**config.mk**
```make
export PLATFORM = sky130hd
export DESIGN_NAME = bit_serial_adder
export DESIGN_NICKNAME = d
export VERILOG_FILES = /design/src/rtl/bit_serial_pkg.sv /design/src/rtl/bit_serial_adder_full_adder.sv /design/src/rtl/bit_serial_adder.sv
export SDC_FILE = /design/constraint.sdc
export NUM_CORES = 1
export LEC_CHECK = 0
export CORE_UTILIZATION = 45
export CTS_CLUSTER_DIAMETER = 150
export DETAILED_ROUTE_END_ITERATION = 6
export PLACE_DENSITY = 0.83
export SYNTH_ARGS = -nofsm -noshare
export SYNTH_HDL_FRONTEND = slang
export SYNTH_SLANG_ARGS = --single-unit
```
**constraint.sdc**
```tcl
create_clock -name clk_in -period 1.4 [get_ports clk_in]
set_input_delay 0.28 -clock clk_in [delete_from_list [all_inputs] [get_ports clk_in]]
set_output_delay 0.28 -clock clk_in [all_outputs]
set_load 0.01 [all_outputs]
```
**src/rtl/bit_serial_pkg.sv**
```systemverilog
// Shared definitions for the bit-serial adder: state encoding and counter sizing.
package bit_serial_pkg;

   typedef enum logic {
      ST_IDLE  = 1'b0,
      ST_SHIFT = 1'b1
   } state_t;

   // Bit counter width for a given operand width; wide enough to hold 0..w.
   function automatic int cnt_width(input int w);
      return $clog2(w + 1);
   endfunction

endpackage

```
**src/rtl/bit_serial_adder_full_adder.sv**
```systemverilog
// Single-bit full adder cell; the only arithmetic element of the serial adder.
module full_adder (
   input  logic a,
   input  logic b,
   input  logic c,
   output logic sum_out,
   output logic carry_out
);

   assign sum_out   = a ^ b ^ c;
   assign carry_out = (a & b) | (c & (a ^ b));

endmodule

```
**src/rtl/bit_serial_adder.sv**
```systemverilog
// Bit-serial WIDTH-bit adder: one full_adder plus a registered carry, LSB first.
//
//   state    | meaning
//   ---------+------------------------------------------------------------
//   ST_IDLE  | waiting for start_in; outputs hold the last completed result
//   ST_SHIFT | one operand bit pair is added per clock; busy_out is high
module bit_serial_adder
   import bit_serial_pkg::*;
#(
   parameter int WIDTH = 8
) (
   input  logic             clk_in,
   input  logic             rstn_in,
   input  logic             start_in,
   input  logic [WIDTH-1:0] a_in,
   input  logic [WIDTH-1:0] b_in,
   input  logic             c_in,
   output logic             busy_out,
   output logic             done_out,
   output logic [WIDTH-1:0] sum_out,
   output logic             carry_out
);

   localparam int CNT_W = cnt_width(WIDTH);
   localparam logic [CNT_W-1:0] CNT_LAST = CNT_W'(WIDTH - 1);

   state_t           state_q;
   state_t           state_d;
   logic [CNT_W-1:0] cnt_q;
   logic [WIDTH-1:0] a_sr;
   logic [WIDTH-1:0] b_sr;
   logic [WIDTH-1:0] res_sr;
   logic [WIDTH-1:0] res_next;
   logic             carry_q;
   logic             fa_sum;
   logic             fa_carry;
   logic             accept;
   logic             finish;

   full_adder u_fa (
      .a         (a_sr[0]),
      .b         (b_sr[0]),
      .c         (carry_q),
      .sum_out   (fa_sum),
      .carry_out (fa_carry)
   );

   // The new sum bit enters at the MSB so that after WIDTH shifts bit 0 sits at the LSB.
   assign res_next = (res_sr >> 1) | (WIDTH'(fa_sum) << (WIDTH - 1));

   // State register.
   always_ff @(posedge clk_in) begin
      if (!rstn_in) begin
         state_q <= ST_IDLE;
      end else begin
         state_q <= state_d;
      end
   end

   // Next-state logic; accept/finish qualify the datapath updates.
   always_comb begin
      state_d = state_q;
      accept  = 1'b0;
      finish  = 1'b0;
      case (state_q)
         ST_IDLE: begin
            if (start_in) begin
               accept  = 1'b1;
               state_d = ST_SHIFT;
            end
         end
         ST_SHIFT: begin
            if (cnt_q == CNT_LAST) begin
               finish  = 1'b1;
               state_d = ST_IDLE;
            end
         end
         default: state_d = ST_IDLE;
      endcase
   end

   // Datapath: operand capture, per-bit shift/add, and result/handshake registers.
   always_ff @(posedge clk_in) begin
      if (!rstn_in) begin
         cnt_q     <= '0;
         a_sr      <= '0;
         b_sr      <= '0;
         res_sr    <= '0;
         carry_q   <= 1'b0;
         busy_out  <= 1'b0;
         done_out  <= 1'b0;
         sum_out   <= '0;
         carry_out <= 1'b0;
      end else begin
         done_out <= 1'b0;
         if (accept) begin
            a_sr     <= a_in;
            b_sr     <= b_in;
            carry_q  <= c_in;
            cnt_q    <= '0;
            busy_out <= 1'b1;
         end else if (state_q == ST_SHIFT) begin
            a_sr    <= a_sr >> 1;
            b_sr    <= b_sr >> 1;
            res_sr  <= res_next;
            carry_q <= fa_carry;
            if (finish) begin
               cnt_q     <= '0;
               sum_out   <= res_next;
               carry_out <= fa_carry;
               done_out  <= 1'b1;
               busy_out  <= 1'b0;
            end else begin
               cnt_q <= cnt_q + CNT_W'(1);
            end
         end
      end
   end

endmodule

```
# Word-level counts from Yosys, hierarchy flattened
# Index checks and enable logic that the tools add are counted.
[classes]
addsub = 1
n_eq_ne = 1
muxes = 17
bitwise = 9
reduce_logical = 7
[op_table]
columns = ["operator", "n"]
rows = [
  ["two-way mux 8 bit", 4],
  ["two-way mux 1 bit", 11],
  ["OR 7 x 8 -> 8 bit", 1],
  ["adder 4 x 1 -> 4 bit, second input constant", 1],
  ["equality test 4 x 3 -> 1 bit, second input constant", 1],
  ["two-way mux 4 bit", 1],
  ["AND reduction 2 bit", 2],
  ["nonzero test 2 bit", 2],
  ["inverter 1 bit", 3],
  ["AND reduction 3 bit", 1],
  ["OR reduction 3 bit", 1],
  ["AND 1 bit", 2],
  ["one-hot mux 1 bit (2 select lines)", 1],
  ["OR reduction 2 bit", 1],
  ["bitwise XOR 1 bit", 2],
  ["OR 1 bit", 1],
]
[word_totals]
register_bits = 41
in_bits = 20
output_inout_bits = 11

# Logic depth before layout (Yosys ltp)
[depth]
depth_word = 6
ltp_mapped = 5
depth_no_buf = 4

# Cells and area by module
# Synthesis repeated with hierarchy kept, for this count alone.
[hier_totals]
cells_unflattened = 166
area_unflattened_um2 = 1601.5
[modules_own_cells]
columns = ["module", "instances", "cells_per_inst", "area_per_inst_um2", "seq_area_each_um2"]
rows = [
  ["bit_serial_adder", 1, 165, 1581.5, 800.8],
  ["full_adder", 1, 1, 20.0, 0.0],
]

# Worst setup path after synthesis
# Ideal clock, no wire load.
[synth_timing]
path_kind = "register to register"
startpoint = "register cnt_q[0]"
endpoint = "register sum_out[0]"
setup_time_ps = 117
arrival_ps = 1196
required_ps = 1283
path_slack_ps = 87
stages_incl_launch_ff = 6
path_buffers = 1
cell_sequence = "dfxtp_1 > ha_1 > nand4b_2 > and2_4 > buf_6 > a22o_1"
[synth_via]
elab_chain_len = 4
[synth_lines]
columns = ["item", "line", "text"]
rows = [
  ["from (decl)", "bit_serial_adder.sv:29", "logic [CNT_W-1:0] cnt_q;"],
  ["from (signal assigned)", "bit_serial_adder.sv:114", "cnt_q <= cnt_q + CNT_W'(1);"],
  ["equality test 4 x 3 -> 1 bit", "bit_serial_adder.sv:73", "if (cnt_q == CNT_LAST) begin"],
  ["two-way mux 1 bit", "bit_serial_adder.sv:73", ""],
  ["two-way mux 1 bit", "bit_serial_adder.sv:65", "case (state_q)"],
  ["AND reduction 3 bit (no line)", "-", ""],
  ["to (signal assigned)", "bit_serial_adder.sv:109", "sum_out <= res_next;"],
  ["to (decl)", "bit_serial_adder.sv:20", "output logic [WIDTH-1:0] sum_out,"],
]
# Every way passes these cells.
# A chain may end at the register's enable or synchronous reset.

# Final worst setup path
[layout_timing]
startpoint = "register carry_out"
endpoint = "output carry_out"
[layout_lines]
columns = ["item", "line", "text"]
rows = [
  ["from (decl)", "bit_serial_adder.sv:21", "output logic carry_out"],
  ["from (signal assigned)", "bit_serial_adder.sv:110", "carry_out <= fa_carry;"],
]
# No word-level cell between the ends.

==> flow_metrics.py <==
metrics = {
    "clock_network": {
        "cts_tree": "yes",
        "ctsHtreeMaxLevel": 2,
        "clockBufferDepth": 2,
        "cts_hold_repair.buffers": 0,
        "cts_made_buffers": 5,
        "root_buffer": "clkbuf_4",
        "insertion_delay_ns": 0.35,
        "cts_sinks": 40,
        "clk_pin_slew_ns": 0.13,
    },
    "global_route": {
        "grt_pass1_wl_um": 4374,
        "grt_pass1_vias": 1037,
        "track_usage_pct": 16.10,
        "grt_max_degree": 25,
        "antenna_found_initial": 0,
        "gr-total-overflow": 0,
    },
    "setup_path": {
        "cp.arrival_ns": 0.99,
        "worst-path-buf-inv": 1,
        "cp_slowest_cell": "dfxtp_1",
        "critPathLaunchType": "flip-flop",
        "slowest_delay_ns": 0.37,
        "r2r_end": "sum_out[7]",
        "critPathLaunch": "carry_out",
        "cp_max_fo": 2,
        "worstSetupPathDepth": 1,
        "reg2regPathDepth": 4,
        "r2r_start": "cnt_q[1]",
        "worstSetupEndpoint": "carry_out",
        "worstPathCellList": "dlygate4sd2_1",
        "crit_family": "flip-flops",
        "end_kind": "primary output",
        "critPathKind": "reg2out",
        "rrSetupSlack_ns": 0.13,
        "cp_data_required_time_ns": 1.12,
    },
    "sta": {
        "fmax_ghz": 0.7851,
        "max-slew-margin-rel_pct": 82.93,
        "period_share_pct": 90.98,
        "drv_slew": 0,
        "worstMarginPinSlew_ns": 0.2561,
        "hold_viol": 0,
        "fin_crit_ns": 1.274,
        "rsz0062_at_grt": "false",
        "finalSetupViolations": 0,
        "skew_ns": 0.01370,
    },
    "synth": {
        "yosys.cell_types.count": 24,
        "netlist_area_um2": 1602,
        "yosysWarnings": 0,
        "ys_seq_area_share_pct": 50.00,
        "netlist_instances": 166,
        "ys_ff_latch": 40,
        "synth_area_per_cell_um2": 9.648,
        "synth_nets": 188,
    },
    "floorplanning": {
        "ios": 31,
        "die_x_um": 61.66,
        "core-area_um2": 3363,
        "initial_utilization_pct": 47.62,
        "die_area_um2": 3801,
        "die_h_um": 61.66,
        "rows": 21,
    },
    "outcome": {
        "status": "complete, no violations",
    },
    "min_path": {
        "hold_class": "reg2reg",
    },
    "routing": {
        "ant_nets": 0,
        "drc": 0,
        "drtIter0Drc": 20,
        "vias": 1220,
        "routed_wl_um": 2817,
        "wl_per_cell_um": 11.31,
        "drt_pre_antenna_iters": 4,
        "routed_via_density": 4.900,
    },
    "placement": {
        "dp_hpwl_um": 1948,
        "postPlaceCellArea_um2": 1982,
        "gp_congestion": 0.7172,
        "io_buffers": 30,
    },
    "finish": {
        "final_cell_mix": "dfxtp_1, nand2_1, a21oi_1, clkdlybuf4s50_1",
        "area_growth_pct": 28.36,
        "final_area_um2": 2056,
        "num_antenna_cells": 0,
        "post-route-util_pct": 61.12,
        "drive_gt1_share_pct": 18.23,
        "fin_nets": 224,
        "final_common_cell": "dfxtp_1",
    },
    "power_and_ir_drop": {
        "power_density_nw_per_um2": 1085,
        "ir_drop_v": 0.0006478,
        "p_leak_uw": 0.0008861,
    },
    "run": {
        "max_cap_viol_count": 0,
    },
}
==> cells by family (layout without fill, tap and decap cells) <==
logic type | Yosys count | in the layout | synth area share (%)
AO/OA/AOI/OAI | 31 | 31 | 12.03
XOR/XNOR | 1 | 1 | 0.5470
adder cells (fa/ha/maj) | 2 | 2 | 2.031
buffers and inverters | 13 | 50 | 4.297
flip-flops | 40 | 40 | 50.00
multiplexers | 24 | 24 | 16.17
AND/OR/NAND/NOR | 55 | 55 | 14.92
==> timing repair <==
| action | 4_1_cts | 5_1_grt |
|---|---|---|
| resized for setup | 11 | 2 |
| setup buffers | 0 | 0 |
| endpoints found under the setup margin | 11 | 5 |
| hold endpoints to repair | 0 | 0 |
==> layout make-up <==
type                            instances  area [um2]
Inverter                                3       11.26
Sequential cell                        40       802.0
Clock inverter                          3       46.29
Timing Repair Buffer                   39       366.6
Tap cell                               46       57.56
Multi-Input combinational cell        113       734.5
Fill cell                             308        1308
Clock buffer                            5       37.54
==> layer usage <==
layer  track usage, %  vias to the layer above  share of wire (%)
li1                 -                      637                  -
met1            18.99                      550                 48
met2            26.11                       27                 46
met3            6.303                        6                4.5
met4            6.667                        0                1.1
met5                0                        -                  0
==> flip-flops by register name, summed over array words and instances (netlist names) <==
| name | count |
|---|---|
| a_sr | 8 |
| b_sr | 8 |
| busy_out | 1 |
| carry_out | 1 |
| carry_q | 1 |
| cnt_q | 4 |
| done_out | 1 |
| res_sr | 7 |
| state_q | 1 |
| sum_out | 8 |
==> how the worst min path moves through the flow <==
| stage | startpoint | end | slack, ns | depth (start not counted) |
|---|---|---|---|---|
| after floorplan | a_in[7] | a_sr[7] | 0.43 | 2 |
| after global placement | b_sr[4] | b_sr[3] | 0.45 | 2 |
| after detailed placement | b_sr[2] | b_sr[1] | 0.45 | 2 |
| after CTS | b_sr[2] | b_sr[1] | 0.47 | 2 |
| after global routing | a_sr[5] | a_sr[4] | 0.49 | 2 |
| final | b_sr[7] | b_sr[6] | 0.47 | 2 |
==> power by group <==
part / switching [uW] / internal, uW
combinational: 110 / 142
clock: 396 / 381
sequential: 22.2 / 1180
total: 528 / 1700
==> stage by stage <==
step           setup WS, ns  std cells  hold WS [ns]  power [uW]  setup TNS, ns
2_1_floorplan       0.08735        166        0.4272        1379              0
3_3_place_gp        -0.1382        241        0.4456        1474         -2.150
3_5_place_dp        -0.1643        241        0.4528        1480         -2.568
4_1_cts             0.07058        249        0.4695        2255              0
5_1_grt            0.007638        249        0.4878        2330              0
6_report             0.1263        249        0.4693        2230              0
==> cells in the mapped netlist (all sizes together) <==
cell     n  area, um2
mux2    15      168.9
o21ai    1      5.000
nand4b   1      15.01
nor3     1      5.000
nand2   32      120.1
mux2i    9      90.09
ha       1      12.51
clkbuf   3      11.26
nand3    1      5.000
clkinv   2      7.510
inv      1      3.750
dfxtp   40      800.8
xor2     1      8.760
a41oi    1      8.760
a21oi   20      100.1
a22o     9      78.83
and2     1      8.760
nor2    16      62.56
fa       1      20.02
nor3b    3      22.52
buf      7      46.29
(Power assumes the default switching activity.)
